File: config.mk
export PLATFORM = sky130hd
export DESIGN_NAME = pc_unit_ras
export DESIGN_NICKNAME = d
export VERILOG_FILES = /design/src/rtl/pc_unit_ras.sv
export SDC_FILE = /design/constraint.sdc
export NUM_CORES = 2
export LEC_CHECK = 0
export BUFFER_PORTS_ARGS = -buffer_cell sky130_fd_sc_hd__clkbuf_2
export CAP_MARGIN = 10
export CORE_MARGIN = 2
export CORE_UTILIZATION = 30
export DETAILED_ROUTE_END_ITERATION = 7
export PLACE_DENSITY = 0.47
export SETUP_SLACK_MARGIN = 0.4
export SLEW_MARGIN = 10
export SYNTH_ARGS = -nofsm -noshare
export SYNTH_HDL_FRONTEND = slang
export SYNTH_SLANG_ARGS = --single-unit
File: constraint.sdc
create_clock -name clock -period 24.6 [get_ports clock]
set_input_delay 6.15 -clock clock [delete_from_list [all_inputs] [get_ports clock]]
set_output_delay 6.15 -clock clock [all_outputs]
set_load 0.005 [all_outputs]
File: src/rtl/pc_unit_ras.sv
// pc_unit_ras -- fetch-stage program counter with a circular return-address stack.
//
// Holds the current fetch PC and picks the next one: hold, sequential (+INC),
// PC-relative branch, absolute jump, or a return taken from the RAS. Calls on a
// taken relative/absolute transfer push the link (pc_out+INC) onto the RAS.
//
// Optional build macro: PC_ALIGN_CHECK_EN
//   defined   -> relative/absolute/RAS targets have their low log2(INC) bits
//                cleared before latching, and misalign pulses for that cycle.
//   undefined -> targets latch unmodified, misalign is tied to 0.
//
// Ports:
//   clock      system clock, rising edge
//   reset      asynchronous active-high reset
//   stall      freeze all state; pulses drop, call/ret ignored
//   ps         PC select: 00 hold, 01 sequential, 10 relative, 11 absolute
//   pc_in      absolute jump target
//   offset     signed branch offset (scaled by OFF_SHIFT)
//   call       push link on a taken ps=10/11 transfer
//   ret        return to RAS top; overrides ps
//   pc_out     current PC (registered)
//   pc_plus    pc_out + INC (combinational, wraps)
//   ras_count  number of valid RAS entries
//   ras_empty  ras_count == 0
//   ras_full   ras_count == RAS_DEPTH
//   ras_ovf    one-cycle pulse: push while full
//   ras_unf    one-cycle pulse: ret while empty
//   misalign   one-cycle pulse: a target was realigned (macro builds only)
module pc_unit_ras #(
  parameter int          WIDTH        = 64,
  parameter int          INC          = 4,
  parameter int          OFF_W        = 26,
  parameter int          OFF_SHIFT    = 2,
  parameter int          RAS_DEPTH    = 8,
  parameter logic [63:0] RESET_VECTOR = 64'h0
) (
  input  logic                           clock,
  input  logic                           reset,
  input  logic                           stall,
  input  logic [1:0]                     ps,
  input  logic [WIDTH-1:0]               pc_in,
  input  logic [OFF_W-1:0]               offset,
  input  logic                           call,
  input  logic                           ret,
  output logic [WIDTH-1:0]               pc_out,
  output logic [WIDTH-1:0]               pc_plus,
  output logic [$clog2(RAS_DEPTH+1)-1:0] ras_count,
  output logic                           ras_empty,
  output logic                           ras_full,
  output logic                           ras_ovf,
  output logic                           ras_unf,
  output logic                           misalign
);

  localparam int PTR_W = $clog2(RAS_DEPTH);
  localparam int CNT_W = $clog2(RAS_DEPTH + 1);

  logic [WIDTH-1:0] pc_r;
  logic [WIDTH-1:0] ras_mem_r [RAS_DEPTH];
  logic [PTR_W-1:0] ptr_r;      // next free slot; top is ptr_r-1
  logic [CNT_W-1:0] count_r;
  logic             empty_r;
  logic             full_r;
  logic             ovf_r;
  logic             unf_r;

  logic [WIDTH-1:0] pc_plus_s;
  logic signed [WIDTH-1:0] off_ext_s;
  logic [WIDTH-1:0] off_scaled_s;
  logic [PTR_W-1:0] top_idx_s;
  logic [WIDTH-1:0] pc_sel_s;   // selected next PC before any realignment
  logic [WIDTH-1:0] pc_next_s;
  logic             push_s;
  logic             pop_s;
  logic             swap_s;
  logic             ovf_next_s;
  logic             unf_next_s;
  logic [PTR_W-1:0] ptr_next_s;
  logic [CNT_W-1:0] count_next_s;

  assign pc_plus_s    = pc_r + WIDTH'(INC);
  assign off_ext_s    = WIDTH'($signed(offset));
  assign off_scaled_s = off_ext_s <<< OFF_SHIFT;
  assign top_idx_s    = ptr_r - PTR_W'(1);

  // Next-PC priority and RAS operation decode.
  always_comb begin
    pc_sel_s   = pc_r;
    push_s     = 1'b0;
    pop_s      = 1'b0;
    swap_s     = 1'b0;
    unf_next_s = 1'b0;
    if (stall) begin
      pc_sel_s = pc_r;
    end else if (ret) begin
      if (count_r != CNT_W'(0)) begin
        pc_sel_s = ras_mem_r[top_idx_s];
        // call+ret on a non-empty stack replaces the top instead of popping
        if (call) begin
          swap_s = 1'b1;
        end else begin
          pop_s = 1'b1;
        end
      end else begin
        pc_sel_s   = pc_plus_s;
        unf_next_s = 1'b1;
      end
    end else begin
      case (ps)
        2'b00: pc_sel_s = pc_r;
        2'b01: pc_sel_s = pc_plus_s;
        2'b10: begin
          pc_sel_s = pc_r + off_scaled_s;
          push_s   = call;
        end
        2'b11: begin
          pc_sel_s = pc_in;
          push_s   = call;
        end
        default: pc_sel_s = pc_r;
      endcase
    end
  end

  assign ovf_next_s = push_s & full_r;

  // Pointer and occupancy update; a push while full overwrites the oldest slot.
  always_comb begin
    ptr_next_s   = ptr_r;
    count_next_s = count_r;
    if (push_s) begin
      ptr_next_s = ptr_r + PTR_W'(1);
      if (full_r) begin
        count_next_s = count_r;
      end else begin
        count_next_s = count_r + CNT_W'(1);
      end
    end else if (pop_s) begin
      ptr_next_s   = top_idx_s;
      count_next_s = count_r - CNT_W'(1);
    end else begin
      ptr_next_s   = ptr_r;
      count_next_s = count_r;
    end
  end

`ifdef PC_ALIGN_CHECK_EN
  localparam logic [WIDTH-1:0] ALIGN_MASK = WIDTH'(INC - 1);

  logic target_chk_s;
  logic mis_next_s;
  logic mis_r;

  // Only redirected targets are checked; sequential and hold paths stay aligned.
  assign target_chk_s = !stall && ((ret && (count_r != CNT_W'(0))) || (!ret && ps[1]));

  // Clear low bits of a misaligned target and flag it.
  always_comb begin
    pc_next_s  = pc_sel_s;
    mis_next_s = 1'b0;
    if (target_chk_s && ((pc_sel_s & ALIGN_MASK) != '0)) begin
      pc_next_s  = pc_sel_s & ~ALIGN_MASK;
      mis_next_s = 1'b1;
    end else begin
      pc_next_s  = pc_sel_s;
      mis_next_s = 1'b0;
    end
  end

  // Misalign pulse register.
  always_ff @(posedge clock or posedge reset) begin
    if (reset) begin
      mis_r <= 1'b0;
    end else begin
      mis_r <= mis_next_s;
    end
  end

  assign misalign = mis_r;
`else
  assign pc_next_s = pc_sel_s;
  assign misalign  = 1'b0;
`endif

  // PC, pointer, occupancy flags and event pulses.
  always_ff @(posedge clock or posedge reset) begin
    if (reset) begin
      pc_r    <= WIDTH'(RESET_VECTOR);
      ptr_r   <= '0;
      count_r <= '0;
      empty_r <= 1'b1;
      full_r  <= 1'b0;
      ovf_r   <= 1'b0;
      unf_r   <= 1'b0;
    end else begin
      pc_r    <= pc_next_s;
      ptr_r   <= ptr_next_s;
      count_r <= count_next_s;
      empty_r <= (count_next_s == CNT_W'(0));
      full_r  <= (count_next_s == CNT_W'(RAS_DEPTH));
      ovf_r   <= ovf_next_s;
      unf_r   <= unf_next_s;
    end
  end

  // RAS storage: push writes the free slot, swap rewrites the top.
  always_ff @(posedge clock or posedge reset) begin
    if (reset) begin
      for (int i = 0; i < RAS_DEPTH; i++) begin
        ras_mem_r[i] <= '0;
      end
    end else if (push_s) begin
      ras_mem_r[ptr_r] <= pc_plus_s;
    end else if (swap_s) begin
      ras_mem_r[top_idx_s] <= pc_plus_s;
    end
  end

  assign pc_out    = pc_r;
  assign pc_plus   = pc_plus_s;
  assign ras_count = count_r;
  assign ras_empty = empty_r;
  assign ras_full  = full_r;
  assign ras_ovf   = ovf_r;
  assign ras_unf   = unf_r;

endmodule

# Word level (Yosys, flattened, before mapping)
# Index checks and enable logic that the tools add are counted.
# classes
addsub,6
multipliers,0
n_div,0
order_cmp,4
n_eq_ne,5
n_shift,0
mux,33
n_bitwise,4
n_reduce_logical,9
# op_table
cell,count
512-bit bitwise mux,2
512-bit 2-to-1 mux,2
64-bit demux with 3-bit select,2
64-bit 2-to-1 mux,6
64-bit binary-select mux with 3-bit select,1
64-bit one-hot mux with 3 select lines,1
64-bit by 3-bit adder with 64-bit output (second input constant),1
64-bit adder,1
1-bit 2-to-1 mux,14
4-bit 2-to-1 mux,3
4-bit greater-or-equal comparator (second input constant),2
4-bit by 1-bit less-than comparator with 1-bit output (second input constant),2
3-bit inverter with 4-bit output,2
3-bit 2-to-1 mux,2
4-bit by 1-bit adder with 4-bit output (second input constant),1
2-bit equality test (second input constant),2
4-bit equality test (second input constant),1
4-bit logical NOT,1
2-bit nonzero test,2
4-bit nonzero test,1
4-bit by 1-bit subtractor with 4-bit output (second input constant),1
3-bit by 1-bit adder with 3-bit output (second input constant),1
3-bit by 1-bit subtractor with 3-bit output (second input constant),1
2-bit by 1-bit equality test with 1-bit output (second input constant),1
other kinds (7),8
# word_totals
reg_bits,587
latch_bits,0
ramBits,0
mem_bits_ro,0
input_bits,97
elab_cells,76
mem_count,0

# Depth between registers and ports, before layout
# logic_depth
depth_word,9
ltp_mapped,15
mapped_depth_nobuf,13

# Worst setup path before layout
# No wires, ideal clock.
# synth_path
path_kind,input-to-reg
from,input offset[17]
to,"register pc_r[58], in the netlist pc_out[58]"
setup_time_ps,136
arrival_ps,8839
t_required_ps,24464
path_slack_ps,15624
cell_stages,12
n_path_buf,1
path_cell_list,ha_1 buf_2 a21oi_1 o21ai_1 a311oi_1 nor2b_1 o311a_1 nand2b_1 a21oi_1 mux2_2 a2111oi_0 o21ai_0
# synth_via
elab_chain_cells,3
# synth_lines
element,line,source
from (decl),42,"input logic [OFF_W-1:0] offset,"
64-bit adder,113,pc_sel_s = pc_r + off_scaled_s;
64-bit one-hot mux with 3 select lines,109,case (ps)
64-bit 2-to-1 mux,95,end else if (ret) begin
to (signal assigned),188,pc_r <= WIDTH'(RESET_VECTOR);
to (signal assigned),196,pc_r <= pc_next_s;
to (decl),58,logic [WIDTH-1:0] pc_r;
# Every way passes these cells.
# A chain may end at the register's enable or synchronous reset.

# Worst setup path in the final report
# layout_path
from,"register pc_r[2], in the netlist pc_out[2]"
to,output pc_plus[54]
# layout_via
elab_chain_cells,1
# layout_lines
element,line,source
64-bit by 3-bit adder with 64-bit output,81,assign pc_plus_s = pc_r + WIDTH'(INC);
to (decl),46,"output logic [WIDTH-1:0] pc_plus,"
# Every way passes these cells.

==> summary.md <==
| Metric | Value |
|---|---|
| Crit Path Class | `reg -> out` |
| Avg WL per Cell | `23.19 um` |
| Hpwl dp | `around 80 mm` |
| Clk pin slew, worst setup/hold paths | `about 0.070 ns` |
| Layout Skew | `0.03154 ns` |
| Run status | `completed` |
| Post-DP Area | `34410 um2` |
| Post-CTS Resized | `0` |
| Final period utilization | `approximately 43%` |
| Max-slew headroom | `between 10% and 20%` |
| Chip height | `329.9 um` |
| Crit-path cells | `ha_1 -> and3_1 -> and3_4 -> nand3_1 -> nor2_1 -> nand3_1 -> xor2_1 -> inv_1 -> clkbuf_2` |
| Site Rows | `119` |
| Area growth syn-to-layout | `15.09%` |
| Primary FF master, synth | `dfrtp_1` |
| GRT Resource Usage Total | `21.45%` |
| Worst r2r path cells | `9` |
| Share of cells above drive strength 1 | `13.20%` |
| Root Driver | `clkbuf_16` |
| YS warnings | `0` |
| Syn avg cell area | `8.957 um2` |
| Power Dens Cells | `148.7 nW/um2` |
| Comb pwr share | `between 40% and 50%` |
| Hold Violations, Final | `0` |
| Crit path depth | `9` |
| # DRC | `0` |
| Switching power | `about 2.5 mW` |
| Vias in the first global route | `26130` |
| Worst setup SP type | `flop` |
| Max Fclk | `between 0.09 and 0.1 GHz` |
| Initial Util | `between 30% and 40%` |
| CTS tree | `yes` |
| Leakage | `16.68 nW` |
| Width of the die | `329.9 um` |
| CP endpoint kind | `output pin` |
| Max stage delay on crit path | `0.83 ns` |
| Clk Latency, worst-skew pair | `0.66 ns` |
| Max-Cap Viols | `0` |
| Clock buffer depth | `3` |
| Initial DRC Count | `2197` |
| Antenna violations before repair | `3` |
| Max rail drop VDD | `88.39 uV` |
| Net Sw Frac | `a little under half` |
| Clk sink count | `approximately 590` |
| Global-route wire length before repair | `176.6 mm` |
| Setup tns final | `0 ns` |
| Top cell by count, worst path | `nand3_1` |
| Largest net degree at the start of global routing | `around 170` |
| Final #Nets | `3825` |
| Gp weighted congestion | `0.9024` |
| Crit path max-delay family | `simple AND/OR/NAND/NOR gates` |
| Min Clock Period, post-route | `10.53 ns` |
| GRT overflow | `0` |
| Post-synth cell types | `86` |
| Ports | `234` |
| Seq pwr share | `between 30% and 40%` |
| Total power | `5.453 mW` |
| Hold depth | `2` |
| Cell area after layout | `36680 um2` |
| Vias | `27200` |
| Drt total wl | `118.3 mm` |
| Yosys reg bits | `587` |
| RSZ-0062 raised after global routing | `no` |
| Synth Instances | `3558` |
| Vias/cell | `5.331` |
| DRT met1 WL | `54.96 mm` |
| CP max-delay cell | `xor2_1` |
| Synthesized area | `around 32000 um2` |
| Met3 WL post-DR | `between 5 and 6 mm` |
| Critical path fanouts, max | `13` |
| Die area | `108900 um2` |
| Setup violations, final | `0` |
| Mapped Nets | `3722` |
| Setup WS post-layout | `around 14 ns` |
| Internal | `between 2 and 3 mW` |
| Setup Fix Bufs, Post-CTS | `0` |
| Worst-Margin Slew | `1.259 ns` |
| Metal2 WL | `55.44 mm` |
| Antenna-violating nets left | `0` |
| Core Footprint | `105300 um2` |
| Hold Crit Class | `reg -> reg` |
| Post-CTS Hold Buffers | `0` |
| Clock network fraction of design power | `19.4%` |
| CTS Buf Count | `60` |
| H-Tree Depth | `2` |
| Top sig layer | `met5` |
| DR pass1 iterations | `5` |
| Port Buffers | `about 230` |
| Asr flop ratio synth | `100.0%` |
| WP data required | `between 15 and 20 ns` |
| Worst reg2reg setup slack | `19.34 ns` |
| Worst hold margin | `around 0.48 ns` |
| Register area share after synthesis | `46.09%` |
| Worst Path Buf+Inv | `2` |
| Dpl ws | `14.42 ns` |
| Slew Limit Fails | `0` |
| WP data arrival | `4.38 ns` |
| Number of flops mapped to enable cells by yosys | `0` |
[stage by stage]
step	instances	util, %
2_1_floorplan	3558	-
4_1_cts	5102	34.84
3_5_place_dp	4990	32.69
5_1_grt	5102	34.84
3_3_place_gp	4990	32.68
6_report	5103	34.84
[cell usage after synthesis, drive strengths merged, types with 49 or more instances]
cell / instances / share of area [%]
a21oi: 379 / 6.0
buf: 51 / 0.85
clkbuf: 211 / 2.5
dfrtp: 586 / 46
ha: 66 / 2.6
inv: 102 / 1.2
mux2i: 259 / 8.1
nand2: 423 / 5.0
nand3: 49 / 0.81
nor2: 356 / 4.2
o21ai: 388 / 6.1
o22ai: 134 / 2.6
xnor2: 65 / 1.8
[registers in the layout (all words and copies together), names as in the netlist]
register and flops:
ras_empty 1, ras_count 4, ras_mem_r 512, pc_out 64, ras_full 1, ras_unf 1
ras_ovf 1, ptr_r 3
[cell type report]
class	count	area, um2
multi-input combinational	2606	15850
inverter	103	396.6
timing repair buffer	303	1732
clock buffer	78	1712
antenna	1	2.502
clock inverter	34	553.0
fill	10980	68590
sequential	587	14690
tap	1391	1740
[cell families (layout without fill, tap and decap cells)]
logic type	Yosys count	count (layout)	synth area share [%]
adder cells (fa/ha/maj)	67	67	2.654
XOR/XNOR	112	112	3.160
AO/OA/AOI/OAI	1158	1158	21.27
other	1	2	0.01177
AND/OR/NAND/NOR	982	982	13.17
flip-flops	587	587	46.09
buffers and inverters	365	518	4.554
multiplexers	286	286	9.088
[worst register-to-register path: stages, from the launching register on]
cell     delay (ns)
dfrtp_4        0.92
inv_1          0.20
ha_1           0.29
xnor2_1        0.49
or2_4          0.55
buf_4          0.66
o22ai_1        0.26
nand2_4        0.59
buf_4          0.67
mux2_2         0.49
[layer usage]
layer / track usage (%) / up-vias
li1: - / 12850
met1: 30.29 / 13510
met2: 34.89 / 695
met3: 2.378 / 145
met4: 5.603 / 2
met5: 0 / -
[path summary, 6_finish.rpt]
check | from | end
min in group asynchronous | reset | ras_mem_r[122]
hold / removal | ras_mem_r[33] | ras_mem_r[33]
hold reg to reg | ras_mem_r[33] | ras_mem_r[33]
setup / recovery | pc_out[2] | pc_plus[54]
setup reg to reg | ptr_r[0] | ras_mem_r[67]
max in group asynchronous | reset | ras_mem_r[468]
[power by group through the flow]
stage / logic, mW / registers, mW / clock network [mW]
after detailed placement: 2.64 / 1.77 / 0
after global placement: 2.63 / 1.77 / 0
final: 2.64 / 1.76 / 1.06
after global routing: 2.88 / 1.81 / 1.12
after floorplan: 1.70 / 1.64 / 0
after CTS: 2.65 / 1.75 / 1.08
[cells in the final DEF (no fill, tap or decap), drive strengths merged, types with 21 or more instances in the layout]
master / synthesis / final
nor3: 28 / 28
and3: 27 / 27
nand4: 22 / 22
mux2i: 259 / 259
dfrtp: 586 / 586
clkbuf: 211 / 308
ha: 66 / 66
a21o: 32 / 32
nand2: 423 / 423
xnor2: 65 / 65
inv: 102 / 103
o22ai: 134 / 134
nand3: 49 / 49
xor2: 47 / 47
nor2: 356 / 356
a21oi: 379 / 379
o21ai: 388 / 388
buf: 51 / 73
mux2: 27 / 27
a31oi: 21 / 21
o211ai: 47 / 47
No activity file was read; power rests on OpenSTA's default activity.
